==> config.mk <==
export PLATFORM = sky130hd
export DESIGN_NAME = pc_unit
export DESIGN_NICKNAME = d
export VERILOG_FILES = /design/src/rtl/cpu_pkg.sv /design/src/rtl/pc_unit_branch_lut.sv /design/src/rtl/pc_unit.sv
export SDC_FILE = /design/constraint.sdc
export NUM_CORES = 1
export LEC_CHECK = 0
export CORE_ASPECT_RATIO = 0.75
export CORE_MARGIN = 2
export CORE_UTILIZATION = 45
export CTS_BUF_LIST = sky130_fd_sc_hd__clkbuf_4
export DETAILED_ROUTE_END_ITERATION = 8
export GPL_TIMING_DRIVEN = 0
export HOLD_SLACK_MARGIN = 0.1
export SYNTH_ARGS = -nofsm -noshare
export SYNTH_HDL_FRONTEND = slang
export SYNTH_SLANG_ARGS = --single-unit
==> constraint.sdc <==
create_clock -name clk -period 30 [get_ports clk]
set_clock_uncertainty 0.15 [all_clocks]
set_input_delay 3 -clock clk [delete_from_list [all_inputs] [get_ports clk]]
set_output_delay 3 -clock clk [all_outputs]
set_load 0.01 [all_outputs]
==> src/rtl/cpu_pkg.sv <==
// Shared CPU definitions: PC-stage FSM states and default datapath widths
// used by the PC unit, instruction memory and decoder.
package cpu_pkg;

    typedef enum logic [1:0] {IDLE, RUN, HALT} pc_state_t;

    localparam int PC_WIDTH_DEF       = 10;
    localparam int LUT_ADDR_WIDTH_DEF = 5;
    localparam int CNT_WIDTH_DEF      = 16;

    // A jump always redirects; a conditional branch redirects only on a set flag.
    function automatic logic is_redirect(input logic branch, input logic jump,
                                         input logic cond);
        return jump | (branch & cond);
    endfunction

endpackage

==> src/rtl/pc_unit_branch_lut.sv <==
// Programmable branch-target table: register array with async clear,
// one clocked write port and one combinational read port.
module branch_lut #(
    parameter int ADDR_WIDTH = cpu_pkg::LUT_ADDR_WIDTH_DEF,
    parameter int DATA_WIDTH = cpu_pkg::PC_WIDTH_DEF
) (
    input  logic                  clk,
    input  logic                  reset,
    input  logic                  wr_en,
    input  logic [ADDR_WIDTH-1:0] wr_idx,
    input  logic [DATA_WIDTH-1:0] wr_data,
    input  logic [ADDR_WIDTH-1:0] rd_idx,
    output logic [DATA_WIDTH-1:0] rd_data
);

    localparam int DEPTH = 2 ** ADDR_WIDTH;

    logic [DATA_WIDTH-1:0] entries [DEPTH];

    always_ff @(posedge clk or posedge reset) begin
        if (reset) begin
            for (int i = 0; i < DEPTH; i++) begin
                entries[i] <= '0;
            end
        end else if (wr_en) begin
            entries[wr_idx] <= wr_data;
        end
    end

    // Same-cycle write and read of one index sees the pre-write entry.
    assign rd_data = entries[rd_idx];

endmodule

==> src/rtl/pc_unit.sv <==
// Program counter, next-PC selection, run/halt control FSM and
// retired-instruction counter for the stage after the ALU.
module pc_unit
    import cpu_pkg::*;
#(
    parameter int          PC_WIDTH       = PC_WIDTH_DEF,
    parameter int          LUT_ADDR_WIDTH = LUT_ADDR_WIDTH_DEF,
    parameter int unsigned START_ADDR     = 0,
    parameter int          CNT_WIDTH      = CNT_WIDTH_DEF
) (
    input  logic                      clk,
    input  logic                      reset,
    input  logic                      start,
    input  logic                      stall,
    input  logic                      halt_req,
    input  logic                      branch,
    input  logic                      jump,
    input  logic [7:0]                alu_out,
    input  logic [LUT_ADDR_WIDTH-1:0] lut_idx,
    input  logic                      lut_wr_en,
    input  logic [LUT_ADDR_WIDTH-1:0] lut_wr_idx,
    input  logic [PC_WIDTH-1:0]       lut_wr_data,
    output logic [PC_WIDTH-1:0]       pc_out,
    output logic                      running,
    output logic                      done,
    output logic                      taken_q,
    output logic [CNT_WIDTH-1:0]      instr_count
);

    localparam logic [PC_WIDTH-1:0] START_PC = PC_WIDTH'(START_ADDR);

    pc_state_t             state;
    logic [PC_WIDTH-1:0]   target_pc;
    logic [CNT_WIDTH-1:0]  count_inc;
    logic                  redirect;
    logic                  unused_alu_bits;

    branch_lut #(
        .ADDR_WIDTH (LUT_ADDR_WIDTH),
        .DATA_WIDTH (PC_WIDTH)
    ) u_lut (
        .clk     (clk),
        .reset   (reset),
        .wr_en   (lut_wr_en),
        .wr_idx  (lut_wr_idx),
        .wr_data (lut_wr_data),
        .rd_idx  (lut_idx),
        .rd_data (target_pc)
    );

    // Only the flag bit of the ALU result carries meaning here.
    assign unused_alu_bits = ^alu_out[7:1];
    assign redirect        = is_redirect(branch, jump, alu_out[0]);
    assign count_inc       = (&instr_count) ? instr_count : instr_count + 1'b1;

    always_ff @(posedge clk or posedge reset) begin
        if (reset) begin
            state       <= IDLE;
            pc_out      <= START_PC;
            taken_q     <= 1'b0;
            instr_count <= '0;
        end else begin
            taken_q <= 1'b0;
            unique case (state)
                IDLE: begin
                    if (start) begin
                        state <= RUN;
                    end
                end
                RUN: begin
                    if (!stall) begin
                        instr_count <= count_inc;
                        if (halt_req) begin
                            state <= HALT;
                        end else if (redirect) begin
                            pc_out  <= target_pc;
                            taken_q <= 1'b1;
                        end else begin
                            pc_out <= pc_out + 1'b1;
                        end
                    end
                end
                HALT: begin
                    if (start) begin
                        pc_out      <= START_PC;
                        instr_count <= '0;
                        state       <= RUN;
                    end
                end
                default: state <= IDLE;
            endcase
        end
    end

    assign running = (state == RUN);
    assign done    = (state == HALT);

endmodule

# Word-level counts from Yosys, hierarchy flattened
# Index checks and enable logic that the tools add are counted.
[word_totals] memories=0 input_bits=36 latchBits=0 elab_cells=84 output_inout_bits=29 romBits=0 ram_bits=0 register_bits=349
[classes] bitwise=4 reduce_logical=8 n_lt_le_gt_ge=3 mul=0 add_sub_neg=2 n_div=0 eq_ne=8 muxes=23 shifts=0
[op_table] op="bitwise mux 320 bit" count=1
[op_table] op="two-way mux 10 bit" count=7
[op_table] op="binary-select mux 10 bit (select 5 bit)" count=1
[op_table] op="demux 10 bit (select 5 bit)" count=1
[op_table] op="two-way mux 16 bit" count=3
[op_table] op="one-hot mux 16 bit (2 select lines)" count=1
[op_table] op="one-hot mux 10 bit (2 select lines)" count=1
[op_table] op="adder 16 x 1 -> 16 bit, second input constant" count=1
[op_table] op="AND reduction 16 bit" count=1
[op_table] op=">= comparator 6 bit, second input constant" count=2
[op_table] op="inverter 5 -> 6 bit" count=2
[op_table] op="adder 10 x 1 -> 10 bit, second input constant" count=1
[op_table] op="!= test 2 bit, second input constant" count=5
[op_table] op="AND reduction 4 bit" count=2
[op_table] op="< comparator 6 x 1 -> 1 bit, second input constant" count=1
[op_table] op="two-way mux 2 bit" count=3
[op_table] op="two-way mux 1 bit" count=4
[op_table] op="one-hot mux 2 bit (2 select lines)" count=1
[op_table] op="AND reduction 3 bit" count=1
[op_table] op="== test 2 x 1 -> 1 bit, second input constant" count=1
[op_table] op="== test 2 bit, second input constant" count=1
[op_table] op="zero test 2 bit" count=1
[op_table] op="!= test 2 x 1 -> 1 bit, second input constant" count=1
[op_table] op="nonzero test 2 bit" count=1
[op_table] op="other kinds (4)" count=4

# Longest topological paths before layout
[depth] word_depth=8 mapped_depth=9 ltp_nobuf=6

# Cells and area by module
# A second synthesis with hierarchy kept.
[unflattened] cells_unflattened=1274 hier_area_um2=16866.2
[by_module_without_submodules] module="branch_lut" area_each_um2=15155.8 n_inst=1 seq_area_each_um2=8007.7 cells_per_inst=1085
[by_module_without_submodules] module="pc_unit" area_each_um2=1710.4 n_inst=1 seq_area_each_um2=725.7 cells_per_inst=189

# Worst setup path before layout
# OpenSTA, ideal clock, no wires.
[synth_path] path_type="input to register" startpoint="input lut_idx[0]" endpoint="register pc_out[0]" slack_ns=25.255 n_path_buf=3 arrival_time_ns=4.469 setup_time_ns=0.126 required_time_ns=29.724 stages=7 cell_sequence="buf_6 buf_12 buf_4 mux4_2 a22oi_1 nand3_1 a221o_1"
[synth_between] elab_chain_len=8
[synth_rtl] item="start: declaration" line_no="pc_unit.sv:19" text="input logic [LUT_ADDR_WIDTH-1:0] lut_idx,"
[synth_rtl] item="inverter 5 -> 6 bit (implied by the code)" line_no="pc_unit_branch_lut.sv:31" text="assign rd_data = entries[rd_idx];"
[synth_rtl] item="binary-select mux 10 bit (select 5 bit)" line_no="pc_unit_branch_lut.sv:31"
[synth_rtl] item="two-way mux 10 bit (implied by the code) (2 in series)" line_no="pc_unit_branch_lut.sv:31"
[synth_rtl] item="two-way mux 10 bit" line_no="pc_unit.sv:75" text="end else if (redirect) begin"
[synth_rtl] item="two-way mux 10 bit" line_no="pc_unit.sv:73" text="if (halt_req) begin"
[synth_rtl] item="two-way mux 10 bit" line_no="pc_unit.sv:71" text="if (!stall) begin"
[synth_rtl] item="one-hot mux 10 bit (2 select lines)" line_no="pc_unit.sv:64" text="unique case (state)"
[synth_rtl] item="end signal: assignment" line_no="pc_unit.sv:76" text="pc_out <= target_pc;"
[synth_rtl] item="end signal: assignment" line_no="pc_unit.sv:79" text="pc_out <= pc_out + 1'b1;"
[synth_rtl] item="end: declaration" line_no="pc_unit.sv:23" text="output logic [PC_WIDTH-1:0] pc_out,"
# No other way between the ends. The select of a mux whose other input is x is not followed.
# A chain may end at the register's enable or synchronous reset.

# Worst setup path in the final report
[layout_path] startpoint="input lut_idx[2]" endpoint="register pc_out[5]"
# The elaborated chain is that of the path after synthesis.

==> out/qor.txt <==
met1 Use GR: 37.30%
top_reg_cell synth: dfrtp_1
M3 GR Usage: 6.702%
Final nets: 1277
EDFF count, synth: 0
LEAKAGE: 8.209 nW
Num CTS Buffers: 89
Post-Route WL: 44950 um
GRT Max-Usage Layer: met1
Worst Setup Path Type: input port to flip-flop
Die H: 168.4 um
Critical Path RT: 30.55 ns
Mapped Cells: 1093
largest net degree at the start of global routing: 114
GR Overflow Total: 0
iteration count of the initial detailed-routing pass: 6
f_max: 0.1826 GHz
Distinct cells, synth: 57
Worst setup SP type: input port
critical path arrival: 6.02 ns
core area: 0.03566 sq mm
wire per inst: 25.48 um
Total GRT Usage: 24.85%
die area: 0.03761 sq mm
Worst-Skew Late Latency: 0.79 ns
fillers: 3079
fin cells: 1764
# setup viols final: 0
Die W: 223.3 um
unrepaired setup endpoints after global routing: no
final instance area: 0.01849 sq mm
max-cap violation count: 0
I/O Buffers: 52
Worst-Margin Slew: 1.369 ns
clock buffer depth: 3
layout cells sized above 1: 44.44%
DR iter-0 viols: 875
CTS clk-pin slew, worst paths: 0.06 ns
Initial Utilization: 45.50%
Core Rows: 60
PostCTS Resize Cnt: 0
Layout area overhead: 13.95%
status: finished, final reports clean
Routability Congestion: 0.9316
CTS Root Cell: clkbuf_4
Pins Over Slew Limit: 0
Synth Register Bits: 349
ys async rst share: 100.0%
GR Util met2: 35.79%
Mean Syn Cell Area: 14.84 sq um
Vias/cell: 5.832
first-pass GRT wire length: 67860 um
post-CTS setup buffers: 0
Ports: 65
Crit. End Element: flip-flop
cts hold-fix bufs: 0
H-tree Lvls: 3
mapped cell area: 0.01622 sq mm
post-place instance area: 0.01742 sq mm
fin util: 51.85%
total number of vias: 10288
Synth warnings: 0
# clock sinks: 349
setup TNS: 0 ns
Slew HR: 8.370%
Worst IR Drop VDD: 0.00003556 V
vias in the first global route: 10299
Synth Net Count: 1131
antenna violations before repair: 3
HPWL after DPL: 30440 um
DRC violations left: 0
sequential area share after synthesis: 53.83%
Cells after DPL: 1613
Min-Delay Path Class: flip-flop to flip-flop
PwrDens: 67.83 mW/mm^2
Worst Path Max Fanout: 10
Detail Route Antenna Nets: 0
Final Hold Vio Count: 0
final total power: 1.254 mW
Final Critical Period: 5.476 ns
period utilisation layout: 18.25%
CTS tree: done
-- logic make-up (layout without fill, tap and decap cells) --
group / count (synthesis) / in the layout / synth area share [%]
fa+ha+maj: 2 / 2 / 0.1542
mux: 425 / 425 / 35.00
simple gates: 157 / 157 / 5.059
xor+xnor: 8 / 8 / 0.4319
other cells: 0 / 5 / 0
compound gates: 75 / 75 / 3.239
buf+inv: 77 / 278 / 2.283
flops: 349 / 349 / 53.83
-- report_power, final --
part | internal, mW | switching [mW]
sequential | 0.564 | 0.0538
clock | 0.202 | 0.191
combinational | 0.139 | 0.104
-- cell usage after synthesis (3+ instances only) --
master       n  share of area [%]
a21oi_1     12               0.37
a221o_1      3               0.19
a22oi_1     11               0.51
a31oi_1      9               0.35
and3_1       4               0.15
buf_2       15               0.46
buf_4        6               0.28
clkbuf_1    43               0.99
dfrtp_1    349                 54
inv_1        7               0.16
mux2_2     321                 22
mux2i_1     26                1.6
mux4_1      12                1.9
mux4_2      65                9.0
nand2_1     37               0.86
nand2b_1     3               0.12
nand3_1     26               0.80
nand3b_1     4               0.19
nand4_1      5               0.19
nor2_1      26               0.60
nor2_2      12               0.46
nor2b_1      6               0.23
nor3_1      11               0.34
nor3b_1      6               0.28
nor4_1       3               0.12
o211a_1      5               0.31
o211ai_1     5               0.23
o21ai_0     12               0.37
o2bb2ai_1    3               0.16
o31ai_1      3               0.14
xnor2_1      7               0.38
-- registers in the layout, summed over array words and instances, names as in the netlist --
name / count
pc_out: 10
taken_q: 1
instr_count: 16
state: 2
u_lut.entries: 320
-- final timing paths --
kind | from | endpoint | slack (ns) | depth (start not counted)
min | u_lut.entries[141] | u_lut.entries[141] | 0.35 | 1
max in group asynchronous | reset | u_lut.entries[228] | 25.87 | 4
min in group asynchronous | reset | u_lut.entries[103] | 2.55 | 2
max reg2reg | state[1] | pc_out[7] | 27.25 | 7
max | lut_idx[2] | pc_out[5] | 24.52 | 8
min reg2reg | u_lut.entries[141] | u_lut.entries[141] | 0.35 | 1
-- layout by cell type (no fill, tap or decap), types with 6 or more instances in the layout --
cell type / netlist / routed
a31oi_1: 9 / 9
clkinv_1: 1 / 8
a22oi_1: 11 / 11
mux4_2: 65 / 65
nor2_1: 26 / 25
mux4_1: 12 / 12
nand2_1: 37 / 37
clkbuf_1: 43 / 43
xnor2_1: 7 / 7
inv_1: 7 / 6
nor2_2: 12 / 13
nor3b_1: 6 / 6
nor2b_1: 6 / 6
nand3_1: 26 / 26
nor3_1: 11 / 11
dfrtp_1: 349 / 349
mux2i_1: 26 / 26
clkbuf_4: 0 / 135
o21ai_0: 12 / 12
clkdlybuf4s50_1: 0 / 52
a21oi_1: 12 / 12
buf_2: 15 / 15
mux2_2: 321 / 321
buf_4: 6 / 6
-- worst max-delay path: stages --
cell and delay [ns]:
clkdlybuf4s50_1 0.53, buf_2 0.40, clkbuf_1 0.60, nor2_1 0.16, nand2_1 0.16, nor2_1 0.06, a2111oi_0 0.92, o2bb2ai_1 0.18
-- per-layer routing --
layer / vias to the layer above / share of wire (%)
met4: 0 / 1.7
li1: 4472 / -
met1: 5430 / 48
met2: 329 / 43
met5: - / 0
met3: 57 / 6.7
-- layout make-up --
type | instances | area (sq um) | share of cell area, %
Inverter | 8 | 37.54 | 0.2030
Multi-Input combinational cell | 667 | 7123 | 38.53
Tap cell | 465 | 581.8 | 3.147
Buffer | 69 | 340.3 | 1.841
Antenna cell | 5 | 12.51 | 0.06768
Clock inverter | 11 | 42.54 | 0.2301
Sequential cell | 349 | 8733 | 47.24
Timing Repair Buffer | 55 | 603.1 | 3.262
Clock buffer | 135 | 1013 | 5.482
-- metrics by stage --
| stage | setup WS (ns) | hold slack [ns] |
|---|---|---|
| floorplan | 17.17 | 0.3204 |
| global placement | 12.61 | 0.3298 |
| detailed placement | 23.86 | 0.3354 |
| CTS | 24.70 | 0.3489 |
| global route | 24.58 | 0.3553 |
| finish | 24.52 | 0.3461 |
Note: power is estimated with default switching activity, not from simulation.
